`config.mk`:
```
export PLATFORM = sky130hd
export DESIGN_NAME = elec_layer_tx_driver
export DESIGN_NICKNAME = d
export VERILOG_FILES = /design/src/rtl/elec_layer_tx_driver.sv
export SDC_FILE = /design/constraint.sdc
export NUM_CORES = 1
export LEC_CHECK = 0
export ABC_CLOCK_PERIOD_IN_PS = 6700
export CAP_MARGIN = 40
export CORE_MARGIN = 2
export CORE_UTILIZATION = 64
export DETAILED_ROUTE_END_ITERATION = 10
export PLACE_DENSITY = 0.86
export SLEW_MARGIN = 10
export SYNTH_ARGS = -nofsm -noshare
export SYNTH_HDL_FRONTEND = slang
export SYNTH_SLANG_ARGS = --single-unit
```
`constraint.sdc`:
```
create_clock -name clk -period 6.7 [get_ports clk]
set_input_delay 1.005 -clock clk [delete_from_list [all_inputs] [get_ports clk]]
set_output_delay 1.005 -clock clk [all_outputs]
set_load 0.02 [all_outputs]
```
`src/rtl/elec_layer_tx_driver.sv`:
```
// Single-lane USB4 electrical-layer transmit driver: LSB-first byte serializer
// plus SLOS1 (PRBS11) / TS1 / TS2 ordered-set generator with repetition count.
module elec_layer_tx_driver #(
    parameter logic [31:0] TS1_PATTERN = 32'h1E0F_00A5,
    parameter logic [31:0] TS2_PATTERN = 32'h1E0F_00B4,
    parameter int          SLOS_LEN    = 2048
) (
    input  logic       clk,
    input  logic       rst_n,
    input  logic       enable,
    input  logic       os_req,
    input  logic [1:0] os_type,
    input  logic [7:0] os_count,
    input  logic [7:0] data_in,
    input  logic       data_valid,
    output logic       data_ready,
    output logic       lane_tx,
    output logic       lane_idle,
    output logic       os_busy,
    output logic       os_done
);

    typedef enum logic [1:0] {
        ST_IDLE = 2'd0,
        ST_DATA = 2'd1,
        ST_OS   = 2'd2
    } state_t;

    localparam logic [10:0] LFSR_SEED = 11'h7FF;
    localparam logic [10:0] SLOS_LAST = 11'(SLOS_LEN - 1);
    localparam logic [10:0] TS_LAST   = 11'd31;
    localparam logic [10:0] BYTE_LAST = 11'd7;
    localparam logic [1:0]  OS_SLOS   = 2'd1;
    localparam logic [1:0]  OS_TS2    = 2'd3;

    function automatic logic [10:0] lfsr_step(input logic [10:0] v);
        return {v[9:0], v[10] ^ v[8]};
    endfunction

    function automatic logic ts_bit(input logic [1:0] t, input logic [4:0] idx);
        return (t == OS_TS2) ? TS2_PATTERN[idx] : TS1_PATTERN[idx];
    endfunction

    state_t      state_r, next_state_s;
    logic [7:0]  shift_r, shift_n;
    logic [10:0] bit_cnt_r, bit_cnt_n, bit_inc_s;
    logic [7:0]  rep_cnt_r, rep_cnt_n;
    logic [10:0] lfsr_r, lfsr_n;
    logic [1:0]  os_type_r, os_type_n, pend_type_r, pend_type_n, sel_type_s;
    logic [7:0]  os_count_r, os_count_n, pend_count_r, pend_count_n, sel_count_s;
    logic        pend_r, pend_n;
    logic        lane_tx_r, lane_tx_n, lane_idle_r, lane_idle_n;
    logic        data_ready_r, data_ready_n, os_busy_r, os_busy_n, os_done_r, os_done_n;
    logic        boundary_s, req_new_s, start_os_s, accept_s;
    logic        rep_end_s, os_end_s, first_bit_s, restart_bit_s, os_next_bit_s;

    assign data_ready = data_ready_r;
    assign lane_tx    = lane_tx_r;
    assign lane_idle  = lane_idle_r;
    assign os_busy    = os_busy_r;
    assign os_done    = os_done_r;

    // A request taken at a byte boundary (or from idle) beats a coincident byte handshake.
    assign bit_inc_s   = bit_cnt_r + 11'd1;
    assign boundary_s  = (state_r == ST_IDLE) || ((state_r == ST_DATA) && (bit_cnt_r == BYTE_LAST));
    assign req_new_s   = os_req && (os_type != 2'd0) && !os_busy_r && !pend_r;
    assign start_os_s  = enable && boundary_s && (pend_r || req_new_s);
    assign accept_s    = enable && boundary_s && !start_os_s && data_valid && data_ready_r;
    assign sel_type_s  = pend_r ? pend_type_r : os_type;
    assign sel_count_s = pend_r ? pend_count_r : os_count;
    assign rep_end_s   = (state_r == ST_OS) &&
                         (bit_cnt_r == ((os_type_r == OS_SLOS) ? SLOS_LAST : TS_LAST));
    assign os_end_s    = rep_end_s && (rep_cnt_r == (os_count_r - 8'd1));
    assign first_bit_s   = (sel_type_s == OS_SLOS) ? LFSR_SEED[10] : ts_bit(sel_type_s, 5'd0);
    assign restart_bit_s = (os_type_r == OS_SLOS) ? LFSR_SEED[10] : ts_bit(os_type_r, 5'd0);
    // The final bit of every SLOS repetition is a forced 0 after 2047 PRBS bits.
    assign os_next_bit_s = (os_type_r == OS_SLOS) ?
                           ((bit_inc_s == SLOS_LAST) ? 1'b0 : lfsr_r[10]) :
                           ts_bit(os_type_r, bit_inc_s[4:0]);

    // State register.
    always_ff @(posedge clk or negedge rst_n) begin
        if (!rst_n) begin
            state_r <= ST_IDLE;
        end else begin
            state_r <= next_state_s;
        end
    end

    // Next-state logic.
    always_comb begin
        next_state_s = state_r;
        if (!enable) begin
            next_state_s = ST_IDLE;
        end else if (start_os_s) begin
            next_state_s = ST_OS;
        end else if (accept_s) begin
            next_state_s = ST_DATA;
        end else begin
            case (state_r)
                ST_IDLE: next_state_s = ST_IDLE;
                ST_DATA: next_state_s = (bit_cnt_r == BYTE_LAST) ? ST_IDLE : ST_DATA;
                ST_OS:   next_state_s = os_end_s ? ST_IDLE : ST_OS;
                default: next_state_s = ST_IDLE;
            endcase
        end
    end

    // Next values for the registered outputs and datapath.
    always_comb begin
        lane_tx_n    = 1'b0;
        lane_idle_n  = 1'b0;
        data_ready_n = 1'b0;
        os_busy_n    = 1'b0;
        os_done_n    = 1'b0;
        shift_n      = shift_r;
        bit_cnt_n    = bit_cnt_r;
        rep_cnt_n    = rep_cnt_r;
        lfsr_n       = lfsr_r;
        os_type_n    = os_type_r;
        os_count_n   = os_count_r;
        pend_n       = pend_r;
        pend_type_n  = pend_type_r;
        pend_count_n = pend_count_r;
        if (!enable) begin
            lane_idle_n = 1'b1;
            bit_cnt_n   = 11'd0;
            rep_cnt_n   = 8'd0;
            pend_n      = 1'b0;
        end else if (start_os_s) begin
            os_type_n  = sel_type_s;
            os_count_n = (sel_count_s == 8'd0) ? 8'd1 : sel_count_s;
            bit_cnt_n  = 11'd0;
            rep_cnt_n  = 8'd0;
            lfsr_n     = lfsr_step(LFSR_SEED);
            lane_tx_n  = first_bit_s;
            os_busy_n  = 1'b1;
            pend_n     = 1'b0;
        end else if (accept_s) begin
            shift_n   = data_in;
            bit_cnt_n = 11'd0;
            lane_tx_n = data_in[0];
        end else begin
            case (state_r)
                ST_DATA: begin
                    if (bit_cnt_r == BYTE_LAST) begin
                        bit_cnt_n    = 11'd0;
                        data_ready_n = 1'b1;
                    end else begin
                        bit_cnt_n = bit_inc_s;
                        lane_tx_n = shift_r[bit_inc_s[2:0]];
                        if (req_new_s) begin
                            pend_n       = 1'b1;
                            pend_type_n  = os_type;
                            pend_count_n = os_count;
                        end else begin
                            pend_n = pend_r;
                        end
                        data_ready_n = (bit_inc_s == BYTE_LAST) && !pend_n;
                    end
                end
                ST_OS: begin
                    if (os_end_s) begin
                        os_done_n    = 1'b1;
                        data_ready_n = 1'b1;
                        bit_cnt_n    = 11'd0;
                        rep_cnt_n    = 8'd0;
                    end else if (rep_end_s) begin
                        rep_cnt_n = rep_cnt_r + 8'd1;
                        bit_cnt_n = 11'd0;
                        lfsr_n    = lfsr_step(LFSR_SEED);
                        lane_tx_n = restart_bit_s;
                        os_busy_n = 1'b1;
                    end else begin
                        bit_cnt_n = bit_inc_s;
                        lfsr_n    = lfsr_step(lfsr_r);
                        lane_tx_n = os_next_bit_s;
                        os_busy_n = 1'b1;
                    end
                end
                default: begin
                    data_ready_n = 1'b1;
                end
            endcase
        end
    end

    // Output and datapath registers.
    always_ff @(posedge clk or negedge rst_n) begin
        if (!rst_n) begin
            lane_tx_r    <= 1'b0;
            lane_idle_r  <= 1'b1;
            data_ready_r <= 1'b0;
            os_busy_r    <= 1'b0;
            os_done_r    <= 1'b0;
            shift_r      <= 8'd0;
            bit_cnt_r    <= 11'd0;
            rep_cnt_r    <= 8'd0;
            lfsr_r       <= LFSR_SEED;
            os_type_r    <= 2'd0;
            os_count_r   <= 8'd0;
            pend_r       <= 1'b0;
            pend_type_r  <= 2'd0;
            pend_count_r <= 8'd0;
        end else begin
            lane_tx_r    <= lane_tx_n;
            lane_idle_r  <= lane_idle_n;
            data_ready_r <= data_ready_n;
            os_busy_r    <= os_busy_n;
            os_done_r    <= os_done_n;
            shift_r      <= shift_n;
            bit_cnt_r    <= bit_cnt_n;
            rep_cnt_r    <= rep_cnt_n;
            lfsr_r       <= lfsr_n;
            os_type_r    <= os_type_n;
            os_count_r   <= os_count_n;
            pend_r       <= pend_n;
            pend_type_r  <= pend_type_n;
            pend_count_r <= pend_count_n;
        end
    end

endmodule

```
### Word-level counts from Yosys, hierarchy flattened

Memory sizes are Yosys's and may differ from the RTL's.
Index checks and enable logic that the tools add are counted.

| word-level totals | value |
|---|---|
| flip-flop bits (word level) | 66 |
| latch bits | 0 |
| memory bits (writable) | 0 |
| bits in read-only memories | 64 |
| input port bits | 23 |
| output and inout port bits | 5 |
| logic and storage cells | 146 |
| memories | 2 |

| operators by class | value |
|---|---|
| add/sub/neg operators | 3 |
| multipliers | 0 |
| divide/modulo/power cells | 0 |
| $lt $le $gt $ge | 2 |
| eq/ne operators | 19 |
| shifts and indexed selects | 0 |
| mux-type cells | 73 |
| bitwise gates (word level) | 4 |
| reduce and logical (&&, ||, !) cells | 28 |

Memory list:

| name | depth | width | read ports | clocked after memory_dff | wr ports | line | source |
|---|---|---|---|---|---|---|---|
| (no name shown) | 32 | 1 | 1 | 0 | 0 | 41 | `return (t == OS_TS2) ? TS2_PATTERN[idx] : TS1_PATTERN[idx];` |
| (no name shown) | 32 | 1 | 1 | 0 | 0 | 41 |  |

Operator list:

| kind | number |
|---|---|
| $mux 11 | 12 |
| $mux 8 | 8 |
| $mux 1 | 43 |
| $eq 11x3->1 const B | 2 |
| $pmux 11 s2 | 1 |
| $logic_and 1x1->1 | 12 |
| $add 11x1->11 const B | 1 |
| $eq 11x11->1 | 1 |
| $eq 11x11->1 const B | 1 |
| $mux 2 | 5 |
| $reduce_and 3->1 | 3 |
| $add 8x1->8 const B | 1 |
| $eq 8x8->1 | 1 |
| $logic_not 8->1 | 1 |
| $sub 8x1->8 const B | 1 |
| $eq 2x1->1 const B | 3 |
| $eq 2x2->1 const B | 3 |
| $lt 5x6->1 const B | 1 |
| $ne 3x1->1 const B | 2 |
| $ne 3x3->1 const B | 2 |
| $reduce_and 6->1 | 1 |
| $ne 5x1->1 const B | 1 |
| $logic_not 1->1 | 4 |
| $lt 3x4->1 const B | 1 |
| other kinds (12) | 18 |

### Logic depth before layout (Yosys ltp)

Gate-level depths: netlist of run 1.

| logic depth | value |
|---|---|
| word-level depth | 20 |
| gate-level depth with buffers | 10 |
| depth with buffers taken out | 8 |

### Least setup slack after synthesis of run 1

No wires, ideal clock.

| timing path | value |
|---|---|
| path type | input port to flip-flop |
| from | in os_type[1] |
| to | reg bit_cnt_r[6] |
| library setup time | 66 ps |
| arrival time | 2,585 ps |
| slack | 4,050 ps |
| stages on the path | 7 |
| cells stage by stage | or2_1 > a21oi_2 > a22oi_2 > or4_4 > buf_6 > o21ai_1 > a22o_1 |

| on the way | value |
|---|---|
| cells in the longest elaborated chain, start to end | 13 |
| elaborated cells on any way between the ends | 14 |

RTL lines:

| item | line | source |
|---|---|---|
| start, declared | 12 | `input logic [1:0] os_type,` |
| $reduce_bool 2->1 (*) | 66 | `assign req_new_s = os_req && (os_type != 2'd0) && !os_busy_r && !pend_r;` |
| $logic_and 1x1->1 (*) (3 in series) | 66 |  |
| $logic_or 1x1->1 (*) | 67 | `assign start_os_s = enable && boundary_s && (pend_r \|\| req_new_s);` |
| $logic_and 1x1->1 (*) | 67 |  |
| $logic_not 1->1 | 68 | `assign accept_s = enable && boundary_s && !start_os_s && data_valid && data_ready_r;` |
| $logic_and 1x1->1 (3 in series) | 68 |  |
| $mux 11 | 139 | `end else if (accept_s) begin` |
| $mux 11 | 130 | `end else if (start_os_s) begin` |
| $mux 11 | 125 | `if (!enable) begin` |
| end signal, assigned | 212 | `bit_cnt_r <= bit_cnt_n;` |
| end, declared | 46 | `logic [10:0] bit_cnt_r, bit_cnt_n, bit_inc_s;` |

Mark *: on every way between the ends. The rest lies on a longest branch, timed or not.
A chain may end at the register's enable or synchronous reset.

### Worst setup path after layout of run 1

| timing path | value |
|---|---|
| from | in enable |
| to | reg lfsr_r[0] |

| on the way | value |
|---|---|
| cells in the longest elaborated chain, start to end | 8 |
| elaborated cells on any way between the ends | 11 |

RTL lines:

| item | line | source |
|---|---|---|
| start, declared | 10 | `input logic enable,` |
| $logic_and 1x1->1 | 67, 68 |  |
| $logic_and 1x1->1 | 67 |  |
| $logic_not 1->1 | 68 |  |
| $logic_and 1x1->1 (3 in series) | 68 |  |
| $ne 2x2->1 (no source line) | -- |  |
| $reduce_and 4->1 (no source line) | -- |  |
| end signal, assigned | 214 | `lfsr_r <= lfsr_n;` |
| end, declared | 48 | `logic [10:0] lfsr_r, lfsr_n;` |

Parallel ways exist; a longest one is shown, timed or not.

==> flow_summary.toml, run 1 <==
[die]
die_width_um = 83.6
initial_core_util_pct = 67.2
dieHeight_um = 83.6
die_area_mm2 = 0.00698
io_pins = 28
rows = 28
core_area_mm2 = 0.00603

[outcome]
outcome = "completed"

[worst_setup_path]
end_kind = "flop"
cp_slowest_stage_delay_ps = 590
path_buf_inv = 1
crit_path_cell_trace = "clkdlybuf4s50_1 -> and2_1 -> and4_1 -> o2111ai_2 -> nand3_1 -> a21o_1 -> a31o_2"
crit_type = "input pin to flop"
startpoint_type = "input pin"
cp_slowest_cell = "clkdlybuf4s50_1"
worstPathMaxFanout = 13
required_ps = 6990
crit_arrival_ps = 3780
critical-path-top-delay-family = "compound AO/OA/AOI/OAI gates"

[place]
port-buffer-count = 27
place_area_mm2 = 0.00431
place.gp.congestion = 0.894
dp_hpwl_um = 6500
dp_slack_ps = 2980

[routing]
first_pass_iters = 5
drcViolationCount = 0
drt_iter0_markers = 241
drtAntennaViolNets = 0
vias_per_cell = 6.57
wire_per_inst_um = 18.1
wl_um = 9300
num_vias = 3370

[final_layout]
drive_above_1_share_pct = 16.2
final_cell_area_mm2 = 0.00452
fill_cells = 435
syn_to_final_growth_pct = 11.7
antenna_cells = 0
mostFrequentLayoutCell = "dfrtp_1"
final_cell_mix = "54 x dfrtp_1, 35 x nand2_1, 26 x clkdlybuf4s50_1"
nNetsFinal = 466

[timing]
setup_viol = 0
finalSetupTns_ps = 0
finalCriticalPeriod_ps = 3500
hold_viol = 0
worst_pin_slew_ps = 722
rsz0062_at_grt = "no"
fmax_ghz = 0.286
maxSlewHeadroom_pct = 51.9
worst_clock_skew_ps = 12.8
drv_slew = 0
fin_crit_sh_pct = 52.2
finalWorstSetupSlack_ps = 3200
fin_hold_ws_ps = 512

[synthesis]
synth_seq_area_share_pct = 41.1
yosysUniqueCellTypes = 67
synth_enable_flop_cells = 0
synth.cell_area_mm2 = 0.00405
synthArstFlopShare_pct = 100
synth-seq-cells = 66
ys.flop_type = "dfrtp_1"
yosysWarnings = 0
synthCells = 416
syn-num-nets = 449
synth.avg_cell_area_um2 = 9.74

[global_routing]
grt_usage_pct = 27.9
grt_antenna_before_repair = 0
grt-ovfl-total = 0
grt_pass1_wl_um = 15700
grt_pass1_vias = 3206
grt_start_max_net_pins = 43

[clocking]
clk_pin_slew_worst_paths_ps = 80
clock-root-buffer = "clkbuf_8"
cts.repair.resized = 0
ctsHoldBuffers = 0
cts_tree = "done"
post_cts_buffers = 0
numCtsBuffers = 9
clkSinkCount = 66
h-tree-depth = 3
cts_buffer_depth = 2
clk-insertion-delay-late_ps = 360

[pwr]
vdd_drop_max_mv = 0.232
p_per_area_mw_per_mm2 = 264
p_comb_share_pct = 23.8
p_int_w = 0.000813
pwr-share-clk_pct = 31.8
p_seq_share_pct = 44.4
p_leak_nw = 1.85
swShare_pct = 32.0
switchingPower_w = 0.000383

[worst_hold_path]
hold_class = "flop to flop"

[flow_run]
max_cap_violations = 0
-- worst reg2reg max path, delay by kind of cell, from the launching register on --
| family | cells | cell delay [ps] |
|---|---|---|
| flops | 1 | 580 |
| compound gates | 3 | 1260 |
| fa+ha+maj | 1 | 440 |
| simple gates | 3 | 980 |
-- path summary, 6_finish.rpt --
check | startpoint | endpoint | slack, ps | depth (start not counted)
setup / recovery | enable | lfsr_r[0] | 3200 | 7
hold / removal | shift_r[3] | shift_r[3] | 510 | 1
setup reg to reg | bit_cnt_r[0] | lfsr_r[0] | 3370 | 7
hold reg to reg | shift_r[3] | shift_r[3] | 510 | 1
max in group asynchronous | rst_n | lfsr_r[3] | 5120 | 2
min in group asynchronous | rst_n | bit_cnt_r[2] | 620 | 1
-- kinds of logic (layout without fill, tap and decap cells) --
family / count (synthesis) / count (layout) / share of synthesized area, %
AOI/OAI and AO/OA: 96 / 96 / 16.3
xor gates and xnor gates: 17 / 17 / 3.68
adders and majority gates: 10 / 10 / 3.09
buffers and inverters: 34 / 56 / 4.05
DFF: 66 / 66 / 41.1
muxes: 33 / 33 / 9.39
and+or+nand+nor: 160 / 160 / 22.3
-- layout make-up --
type	count	area (um2)	area share [%]
well taps	75	93.8	2.07
multi-input cells	316	2220	49.1
repair buffers	29	284	6.28
flip-flops and latches	66	1670	36.8
inverters	11	41.3	0.913
clock inverters	6	91.3	2.02
clock buffers	10	128	2.82
-- routing by layer --
layer	track usage, %	share of wire (%)	wire [um]	vias to the layer above
met5	0	0	0	-
met4	10.9	1.6	146	0
met3	5.24	5.9	544	16
met2	41.9	47	4390	134
met1	40.4	45	4210	1640
li1	-	-	-	1580
-- power by group through the flow --
| stage | clock network [W] | registers (W) | logic, W |
|---|---|---|---|
| floorplan | 0 | 0.000514 | 0.000215 |
| global placement | 0 | 0.000531 | 0.000269 |
| detailed placement | 0 | 0.000536 | 0.000282 |
| CTS | 0.000380 | 0.000530 | 0.000285 |
| global route | 0.000400 | 0.000540 | 0.000315 |
| finish | 0.000380 | 0.000531 | 0.000285 |
-- stage by stage --
step	util (%)	total power (W)	cells
finish	75.1	0.00120	513
global route	75.1	0.00125	513
CTS	75.1	0.00120	513
detailed placement	71.4	0.000818	497
global placement	71.3	0.000800	496
floorplan	-	0.000729	416
-- Yosys cell counts, types with 4 or more instances --
cell type   n  area share, %
nor3_1     10            1.2
nor2b_1     6           0.93
dfrtp_1    54             33
clkbuf_1    7           0.65
nor2_1     20            1.9
nand2b_1    6           0.93
mux2_2     19            5.3
o21ai_1     7           0.86
and3_1      4           0.62
o21ai_0    22            2.7
or3_1       4           0.62
nand3_1    15            1.9
a21oi_2     4           0.86
nand2_1    35            3.2
ha_1       10            3.1
a22o_1      6            1.3
and2_1      8            1.2
a311o_1     4           0.99
dfstp_2    12            7.8
a21o_1      6            1.1
buf_2      11            1.4
nand4_1     8            1.2
mux2i_1    11            2.7
xor2_1      6            1.3
xnor2_1    11            2.4
a31oi_1     5           0.77
inv_1      11            1.0
nor4_1     19            2.9
a21oi_1    17            2.1
-- flip-flops by register name, summed over array words and instances (netlist names) --
name and cells:
bit_cnt_r 11, data_ready 1, lane_idle 1, lane_tx 1
lfsr_r 11, os_busy 1, os_count_r 8, os_done 1
os_type_r 2, pend_count_r 8, pend_r 1, pend_type_r 2
rep_cnt_r 8, shift_r 8, state_r 2
(Power assumes the default switching activity.)
==> run 2: changes to the inputs <==
ABC_CLOCK_PERIOD_IN_PS = 3350   (was 6700)
CORE_UTILIZATION = 59   (was 64)
PLACE_DENSITY = 0.8   (was 0.86)
clock period = 3.35 ns   (was 6.7 ns; I/O delays follow)
==> run 2 against run 1 <==
Net effect: count of clock-buffer cells in the layout unchanged; power up 91%; global-route usage down 2.6 points; flip-flop and latch count unchanged; final area about the same; sequential power up 100%; utilization down 7.7 points; non-clock buffer count up 3; register-to-register slack worse by 2800 ps; clock skew down 3.1 ps; critical path type is now flop to flop.
==> flow_summary.toml, run 2 (synthesized netlist as in run 1, its figures left out) <==
[worst_setup_path]
required_ps = 3640
r2r_setup_slack_ps = 560
end_kind = "flop"
cp_slowest_stage_delay_ps = 650
r2r_end = "rep_cnt_r[5]"
worst-r2r-cell-count = 6
worstPathMaxFanout = 19
startpoint_type = "flop"
crit_type = "flop to flop"
worstReg2RegStart = "bit_cnt_r[0]"
crit_arrival_ps = 3080
crit_path_cell_trace = "ha_1 -> and4_1 -> and4_4 -> nand4_1 -> nor4_1 -> a311o_1"
cp_slowest_cell = "dfrtp_1"

[die]
core_area_mm2 = 0.00672
dieHeight_um = 86.9
initial_core_util_pct = 60.3
die_width_um = 86.9
die_area_mm2 = 0.00754
rows = 30
io_pins = 28

[final_layout]
final_cell_area_mm2 = 0.00453
reg.largest.list = "bit_cnt_r x11, lfsr_r x11"
antenna_cells = 0
syn_to_final_growth_pct = 11.7
final_cell_mix = "54 x dfrtp_1, 35 x nand2_1, 26 x clkdlybuf4s50_1"
mostFrequentLayoutCell = "dfrtp_1"
final_util_pct = 67.4
nNetsFinal = 469
drive_above_1_share_pct = 16.8

[global_routing]
grt_pass1_vias = 3092
grt_antenna_before_repair = 0
grt-ovfl-total = 0
grt_start_max_net_pins = 67
grt_pass1_wl_um = 15100
grt_usage_pct = 25.3

[clocking]
clkSinkCount = 66
cts_tree = "done"
clk-insertion-delay-late_ps = 350
numCtsBuffers = 9
post_cts_buffers = 0
h-tree-depth = 3
ctsHoldBuffers = 0
clk_pin_slew_worst_paths_ps = 80
cts.repair.resized = 0
cts_buffer_depth = 2
clock-root-buffer = "clkbuf_8"

[routing]
wl_um = 8810
drtAntennaViolNets = 0
drcViolationCount = 0
drt_iter0_markers = 225
first_pass_iters = 4
vias_per_cell = 6.26
wire_per_inst_um = 16.9
num_vias = 3263

[timing]
finalCriticalPeriod_ps = 2790
worst_clock_skew_ps = 9.64
setup_viol = 0
rsz0062_at_grt = "no"
maxSlewHeadroom_pct = 44.3
fin_crit_sh_pct = 83.3
fmax_ghz = 0.358
worst_pin_slew_ps = 836
hold_viol = 0
finalSetupTns_ps = 0
finalWorstSetupSlack_ps = 558
drv_slew = 0

[place]
dp_hpwl_um = 6120
place.gp.congestion = 0.887
port-buffer-count = 27
place_area_mm2 = 0.00433
dp_slack_ps = 499

[pwr]
p_per_area_mw_per_mm2 = 506
power_w = 0.00229
vdd_drop_max_mv = 0.276
p_leak_nw = 1.85

[outcome]
outcome = "completed"

[worst_hold_path]
hold_class = "input pin to asynchronous set/reset pin"

[flow_run]
max_cap_violations = 0
-- run 2: changes by cell type in the layout (fill, tap and decap cells not counted), sizes merged --
cell	previous run	this run
buf	3	6
clkinv	0	3
bufinv	2	1
clkinvlp	3	2
inv	12	11
-- run 2: layout make-up --
class	count	area, um2
multi-input combinational	316	2220
fill	535	2190
sequential	66	1670
timing repair buffer	32	303
clock buffer	10	128
tap	80	100
clock inverter	6	67.6
inverter	11	41.3
-- run 2: layer usage --
| layer | GRT usage, % | part of all wire (%) | vias up |
|---|---|---|---|
| li1 | - | - | 1586 |
| met1 | 36.1 | 47 | 1590 |
| met2 | 39.1 | 48 | 75 |
| met3 | 5.21 | 4.5 | 12 |
| met4 | 7.53 | 1.1 | 0 |
| met5 | 0 | 0 | - |
-- run 2: worst max-delay path by stage --
| stage | start | end | slack, ps | depth (start not counted) |
|---|---|---|---|---|
| final | bit_cnt_r[0] | rep_cnt_r[5] | 560 | 6 |
| after global routing | bit_cnt_r[0] | rep_cnt_r[4] | 300 | 6 |
| after CTS | bit_cnt_r[0] | pend_count_r[3] | 590 | 6 |
| after detailed placement | os_type[1] | bit_cnt_r[4] | 500 | 7 |
| after global placement | os_type[1] | bit_cnt_r[1] | 540 | 7 |
| after floorplan | bit_cnt_r[1] | lfsr_r[10] | 1090 | 9 |
-- run 2: per-stage QoR --
step           std cells  hold WS, ps
3_5_place_dp         505          495
3_3_place_gp         505          485
6_report             521          307
4_1_cts              521          358
5_1_grt              521          410
2_1_floorplan        416          207
-- run 2: worst max-delay path, delay by kind of cell, from the launching register on --
kind,cells,cell delay [ps]
adder cells (fa/ha/maj),1,480
AO/OA/AOI/OAI,1,160
AND/OR/NAND/NOR,4,1440
flip-flops,1,650
-- run 2: where the power goes --
part           leakage (nW)  switching, W  internal [W]
Sequential            0.839      0.000129      0.000928
Combinational         0.920      0.000288      0.000279
Clock                0.0925      0.000320      0.000345
==> run 3: changes to the inputs <==
ABC_CLOCK_PERIOD_IN_PS = 2300   (was 3350)
CORE_UTILIZATION = 54   (was 59)
PLACE_DENSITY = 0.77   (was 0.8)
clock period = 2.3 ns   (was 3.35 ns; I/O delays follow)
==> run 3 against run 2 <==
Net effect: final area rose by 10%; flip-flop and latch count unchanged; power is 58% higher; sequential share of layout area shrank 3.4 points.
==> flow_summary.toml, run 3 (synthesized netlist as in run 1, its figures left out) <==
[outcome]
outcome = "completed"

[clocking]
clk_pin_slew_worst_paths_ps = 80
clkSinkCount = 66
cts_tree = "done"
h-tree-depth = 3
clk-insertion-delay-late_ps = 340
clock-root-buffer = "clkbuf_8"
ctsHoldBuffers = 0
numCtsBuffers = 9
cts_buffer_depth = 2

[timing]
finalWorstSetupSlack_ps = 72.5
worst_clock_skew_ps = 6.55
fin_hold_ws_ps = 12.7
setup_viol = 0
drv_slew = 0
maxSlewHeadroom_pct = 66.8
fmax_ghz = 0.449
finalCriticalPeriod_ps = 2230
hold_viol = 0
fin_crit_sh_pct = 96.8
worst_pin_slew_ps = 497

[place]
place.gp.congestion = 0.937
dp_slack_ps = -127
dp_hpwl_um = 6820
dp_cells = 565
place_area_mm2 = 0.00467
port-buffer-count = 27

[worst_setup_path]
critical-path-top-delay-family = "simple AND/OR/NAND/NOR gates"
crit_type = "flop to flop"
path_buf_inv = 2
required_ps = 2510
critPathMostFrequentCell = "buf_4"
worstPathMaxFanout = 6
crit_arrival_ps = 2440
startpoint_type = "flop"
crit_start = "bit_cnt_r[0]"
end_kind = "flop"
worstReg2RegStart = "bit_cnt_r[0]"
cp_slowest_cell = "or4_1"
cp_slowest_stage_delay_ps = 500
crit_path_cell_trace = "ha_4 -> buf_4 -> buf_4 -> xor2_1 -> nand2_1 -> or4_1 -> o21ai_1 -> a31o_2 -> a31oi_1"

[global_routing]
grt_start_max_net_pins = 67
grt_antenna_before_repair = 0
grt_pass1_vias = 3334
grt_usage_pct = 24.4
grt_pass1_wl_um = 16200
grt-ovfl-total = 0

[final_layout]
syn_to_final_growth_pct = 23.2
antenna_cells = 0
final_util_pct = 68.8
drive_above_1_share_pct = 25.8
final_cell_mix = "52 x dfrtp_1, 46 x buf_4, 35 x nand2_1"
final_cell_area_mm2 = 0.00499
fin_cells = 583
mostFrequentLayoutCell = "dfrtp_1"
nNetsFinal = 512
reg.largest.list = "bit_cnt_r x11, lfsr_r x11"

[routing]
first_pass_iters = 5
wl_um = 9550
wire_per_inst_um = 16.4
num_vias = 3510
drtAntennaViolNets = 0
vias_per_cell = 6.02
drt_iter0_markers = 181
drcViolationCount = 0

[die]
dieHeight_um = 90.6
core_area_mm2 = 0.00725
die_area_mm2 = 0.00821
io_pins = 28
initial_core_util_pct = 55.8
rows = 31
die_width_um = 90.6

[flow_run]
max_cap_violations = 0

[worst_hold_path]
hold_class = "input pin to asynchronous set/reset pin"

[pwr]
p_per_area_mw_per_mm2 = 727
vdd_drop_max_mv = 0.576
p_leak_nw = 2.10
## run 3: changes by cell type in the layout (fill, tap and decap cells not counted), sizes merged
cell      before  now
clkinvlp       2    0
clkinv         3    4
buf            6   49
bufinv         1    2
## run 3: power breakdown
group / leakage, nW / internal [W] / total (W) / switching (W)
clock: 0.110 / 0.000615 / 0.00109 / 0.000476
combinational: 1.15 / 0.000523 / 0.00104 / 0.000513
sequential: 0.836 / 0.00135 / 0.00150 / 0.000146
## run 3: path summary, 6_finish.rpt
check,endpoint,slack [ps],depth (start not counted)
worst max-delay path,lane_tx,70,9
worst min-delay path,rep_cnt_r[2],10,2
worst max register to register,lane_tx,70,9
worst min register to register,os_count_r[7],510,2
max in group asynchronous,lfsr_r[0],1970,2
min in group clk,os_count_r[7],510,2
## run 3: through the flow
step	power, W	TNS [ps]
5_1_grt	0.00382	-9.50
2_1_floorplan	0.00212	0
3_3_place_gp	0.00244	-405
6_report	0.00363	0
4_1_cts	0.00358	0
3_5_place_dp	0.00248	-1150
## run 3: cell type report
class / count / area (um2)
multi-input combinational: 316 / 2290
fill: 569 / 2260
sequential: 66 / 1670
timing repair buffer: 75 / 642
clock buffer: 10 / 128
tap: 99 / 124
clock inverter: 6 / 91.3
inverter: 11 / 41.3
## run 3: per-layer routing
| layer | vias up | share of wire [%] | global-route usage [%] |
|---|---|---|---|
| li1 | 1670 | - | - |
| met3 | 28 | 4.6 | 4.76 |
| met5 | - | 0 | 0 |
| met4 | 0 | 2.4 | 9.49 |
| met1 | 1716 | 46 | 33.9 |
| met2 | 96 | 47 | 37.9 |
## run 3: worst reg2reg max path, cell delays in order (launching register included)
cell     delay, ps
dfrtp_1        420
ha_4           190
buf_4          150
buf_4          130
xor2_1         170
nand2_1        110
or4_1          500
o21ai_1        170
a31o_2         170
a31oi_1        100
## run 3: timing repair
action / 4_1_cts / 5_1_grt
gates resized for setup: 0 / 16
pin swaps: 1 / 2
setup buffers: 0 / 2
setup endpoints to repair: 3 / 40
==> edit 1, RTL diff (flow settings as in run 2) <==
One comparison of `bit_cnt_r` changes from == to >=.
--- a/src/rtl/elec_layer_tx_driver.sv
+++ b/src/rtl/elec_layer_tx_driver.sv
@@ -64,3 +64,3 @@
     assign bit_inc_s   = bit_cnt_r + 11'd1;
-    assign boundary_s  = (state_r == ST_IDLE) || ((state_r == ST_DATA) && (bit_cnt_r == BYTE_LAST));
+    assign boundary_s  = (state_r == ST_IDLE) || ((state_r == ST_DATA) && (bit_cnt_r >= BYTE_LAST));
     assign req_new_s   = os_req && (os_type != 2'd0) && !os_busy_r && !pend_r;
Behaviour: same outputs for any inputs over 4 cycles, from zero or initial values and one cycle with rst_n low; that may be too few to reach the edited logic, so the function may still have changed.
==> edit 1 against run 2 <==
Clock power grew 3.6%; cell count shrank 3.5%; sequential cell count is the same; setup slack got worse by 0.022 ns; final area is 3.2% lower; area after synthesis down 4.1%; routed wire length is 2.7% lower; total power shrank 1.4%; count of clock-buffer cells in the layout decreased by 1; hold slack improved by 0.0072 ns; maximum frequency fell by 0.78%; via count down 5.3%; critical path type unchanged.
==> edit 1: results <==
export IMPL_status="finished clean"
export IMPL_top_regs="bit_cnt_r x11, lfsr_r x11"
export IMPL_crit_family="simple AND/OR/NAND/NOR gates"
export IMPL_vias=3090
export IMPL_antenna_found_initial=0
export IMPL_setup_viol=0
export IMPL_synthArstFlopShare_pct=100
export IMPL_drt_iter0_markers=161
export IMPL_dr_pass1_iters=5
export IMPL_grt_overflow=0
export IMPL_comb_power_share_pct=22.1
export IMPL_wl_met1_um=3720
export IMPL_nets=454
export IMPL_r2r_cells=8
export IMPL_skew_ns=0.0121
export IMPL_cts_root_buffer="clkbuf_8"
export IMPL_p_leak_nw=1.76
export IMPL_diodes=0
export IMPL_p_sw_share_pct=32.2
export IMPL_clk_latency_ns=0.35
export IMPL_synth_cell_types=60
export IMPL_yosys_warnings=0
export IMPL_cts_buffer_depth=2
export IMPL_seqPwrFrac_pct=47.3
export IMPL_routed_wl_um=8580
export IMPL_path_max_fanout=14
export IMPL_final_max_slew_viol_count=0
export IMPL_wl_met2_um=4440
export IMPL_synthTopCellsByArea="dfrtp_1 35%, dfstp_2 8.1%, mux2_2 5.2%"
export IMPL_syn_nets=435
export IMPL_grt_usage_pct=25.2
export IMPL_rrSetupSlack_ns=0.54
export IMPL_place_gp_congestion=0.936
export IMPL_fillCellCount=493
export IMPL_rr_endpoint="lfsr_r[10]"
export IMPL_yosysSeqAreaShare_pct=42.9
export IMPL_synthTopCellsByCount="54 x dfrtp_1, 38 x nor2_1, 34 x nand2_1"
export IMPL_dr_wl_met3_um=298
export IMPL_grt_pass1_wl_um=14500
export IMPL_peakVddDrop_mv=0.337
export IMPL_post_dp_hpwl_um=6220
export IMPL_crit_arrival_ns=3.11
export IMPL_worst_slew_pin_slew_ns=0.803
export IMPL_grt_pass1_vias=3037
export IMPL_pre_cts_ws_ns=0.443
export IMPL_numCtsBuffers=9
export IMPL_drive_gt1_share_pct=16.0
export IMPL_cpPeakStageDelay_ns=0.62
export IMPL_grt_max_degree=67
export IMPL_h_tree_depth=3
export IMPL_clkTransAtPathRegs_ns=0.08
export IMPL_cpMaxStageDelayCell="dfrtp_1"
## edit 1: cell type report
type / instances / area, sq um / share of cell area [%]
sequential: 66 / 1670 / 38.0
clock buffer: 9 / 124 / 2.83
clock inverter: 7 / 76.3 / 1.74
inverter: 12 / 45.0 / 1.03
tap: 77 / 96.3 / 2.20
timing repair buffer: 33 / 310 / 7.08
multi-input combinational: 299 / 2060 / 47.1
## edit 1: cells by family after synthesis
family	count (synthesis)	synth area share [%]
mux	32	9.47
xor+xnor	25	5.64
buf+inv	37	4.15
flops	66	42.9
compound gates	89	15.5
fa+ha+maj	10	3.22
simple gates	143	19.1
## edit 1: worst register-to-register path, stage by stage (launching register included)
cell,delay [ns]
dfrtp_1,0.62
ha_1,0.35
a21oi_1,0.09
o211ai_1,0.35
a21oi_1,0.22
nor4_2,0.27
nand2b_4,0.29
or2_1,0.35
o22a_2,0.22
## edit 1: worst max path at each step
stage	end	startpoint	cells after the start	slack [ns]
detailed placement	pend_count_r[1]	os_type[1]	7	0.44
finish	lfsr_r[10]	bit_cnt_r[0]	8	0.54
global route	rep_cnt_r[4]	bit_cnt_r[0]	8	0.31
global placement	pend_type_r[1]	os_type[1]	7	0.53
CTS	lfsr_r[5]	bit_cnt_r[0]	8	0.54
floorplan	lfsr_r[2]	os_count_r[0]	10	1.05
## edit 1: metrics by stage
step                      cells  instance area (sq um)  power (W)  hold WS (ns)
after CTS                   503                   4380    0.00226         0.354
after global placement      487                   4180    0.00154         0.475
after detailed placement    487                   4180    0.00158         0.477
after floorplan             402                   3880    0.00141         0.207
final                       503                   4380    0.00226         0.315
after global routing        503                   4380    0.00237         0.406
## edit 1: metal layers
layer | up-vias | global-route usage, %
li1 | 1493 | -
met4 | 0 | 9.52
met1 | 1522 | 32.4
met5 | - | 0
met3 | 11 | 4.47
met2 | 64 | 42.5
==> edit 2, RTL diff (settings of run 2) <==
Made on the original files. Set the parameter `SLOS_LEN` to 1024 (it was 2048).
--- a/src/rtl/elec_layer_tx_driver.sv
+++ b/src/rtl/elec_layer_tx_driver.sv
@@ -5,3 +5,3 @@
     parameter logic [31:0] TS2_PATTERN = 32'h1E0F_00B4,
-    parameter int          SLOS_LEN    = 2048
+    parameter int          SLOS_LEN    = 1024
 ) (
Check against the original RTL: same outputs for any inputs over 4 cycles, from zero or initial values and one cycle with rst_n low; that may be too few to reach the edited logic, so the function may still have changed.
==> edit 2 against run 2 <==
Critical path depth is 2 higher; clock power increased by 11%; routed wire length increased by 1.0%; sequential cell count did not move; setup slack got worse by 0.079 ns; total power rose by 5.0%; count of clock-buffer cells in the layout down 1; maximum frequency shrank 2.7%; non-clock buffer count rose by 6; via count grew 0.15%; area after synthesis is 1.5% lower; largest cell class unchanged; final area up 0.61%.
==> edit 2: results <==
export IMPL_place_gp_congestion=0.918
export IMPL_drt_iter0_markers=270
export IMPL_final_cells=515
export IMPL_synth_cell_types=65
export IMPL_p_leak_nw=1.91
export IMPL_grt_pass1_wl_um=15300
export IMPL_drive_gt1_share_pct=16.4
export IMPL_skew_ns=0.00961
export IMPL_grt_usage_pct=26.3
export IMPL_peakVddDrop_mv=0.330
export IMPL_rrSetupSlack_ns=0.48
export IMPL_cpPeakStageDelay_ns=0.44
export IMPL_p_int_w=0.00167
export IMPL_dr_pass1_iters=5
export IMPL_status="finished clean"
export IMPL_synthTopCellsByCount="54 x dfrtp_1, 34 x nand2_1, 29 x o21ai_0"
export IMPL_synthTopCellsByArea="dfrtp_1 34%, dfstp_2 7.9%, mux2i_1 5.8%"
export IMPL_dp_cells=499
export IMPL_cp_startpoint="os_count_r[0]"
export IMPL_yosysSeqAreaShare_pct=41.8
export IMPL_numCtsBuffers=9
export IMPL_syn_nets=437
export IMPL_wl_per_cell_um=17.3
export IMPL_numPortBuffers=27
export IMPL_grt_max_degree=29
export IMPL_cpMaxStageDelayCell="or4_4"
export IMPL_path_max_fanout=13
export IMPL_endpoint="lfsr_r[1]"
export IMPL_grt_pass1_vias=3188
export IMPL_nets=466
export IMPL_netlist_instances=404
-- edit 2: cell types whose count changed after synthesis, sizes merged, moves of 5 or more --
cell	delta
nor4	-14
buf	-12
mux2i	+12
clkbuf	+9
nor2	+7
a21oi	-6
and2	-5
-- edit 2: worst min path at each step --
| stage | end | start | cells past startpoint |
|---|---|---|---|
| finish | rep_cnt_r[4] | rst_n | 1 |
| global route | rep_cnt_r[5] | rst_n | 1 |
| CTS | rep_cnt_r[4] | rst_n | 1 |
| detailed placement | lfsr_r[0] | lfsr_r[0] | 2 |
| global placement | lfsr_r[0] | lfsr_r[0] | 2 |
| floorplan | bit_cnt_r[0] | rst_n | 0 |
-- edit 2: final cells by class --
type / instances / share of cell area, %
Sequential cell: 66 / 36.6
Multi-Input combinational cell: 303 / 47.7
Inverter: 15 / 1.24
Clock buffer: 9 / 2.72
Clock inverter: 7 / 2.03
Timing Repair Buffer: 38 / 7.64
Tap cell: 77 / 2.12
-- edit 2: metal layers --
layer	wire length, um	global-route usage, %	share of wire (%)	vias up
met5	0	0	0	-
met4	258	12.5	2.9	0
met3	575	4.00	6.5	28
met2	4030	39.9	45	147
met1	4040	37.4	45	1549
li1	-	-	-	1544
-- edit 2: cell families (layout without fill, tap and decap cells) --
logic type / after synthesis / in the layout / synth area share (%)
flops: 66 / 66 / 41.8
xor+xnor: 16 / 16 / 3.51
mux: 45 / 45 / 12.6
fa+ha+maj: 10 / 10 / 3.14
simple gates: 140 / 140 / 19.2
buf+inv: 35 / 69 / 3.80
compound gates: 92 / 92 / 16.0
-- edit 2: per-stage QoR --
stage / hold slack [ns] / worst slack, ns / cell area, sq um
6_report: 0.156 / 0.479 / 4550
4_1_cts: 0.176 / 0.467 / 4550
3_5_place_dp: 0.482 / 0.525 / 4340
5_1_grt: 0.222 / 0.285 / 4550
3_3_place_gp: 0.463 / 0.416 / 4330
2_1_floorplan: 0.207 / 0.773 / 3990
-- edit 2: power groups by stage --
stage	Clock (W)	Combinational, W	Sequential, W
3_5_place_dp	0	0.000589	0.00109
6_report	0.000737	0.000593	0.00107
5_1_grt	0.000778	0.000656	0.00110
2_1_floorplan	0	0.000434	0.00106
3_3_place_gp	0	0.000562	0.00108
4_1_cts	0.000743	0.000595	0.00107
-- edit 2: critical path, delay by kind of cell, from the launching register on --
kind	cells	cell delay [ns]
and+or+nand+nor	4	1.38
DFF	1	0.42
AOI/OAI and AO/OA	1	0.42
muxes	1	0.25
adders and majority gates	1	0.20
buffers and inverters	1	0.10
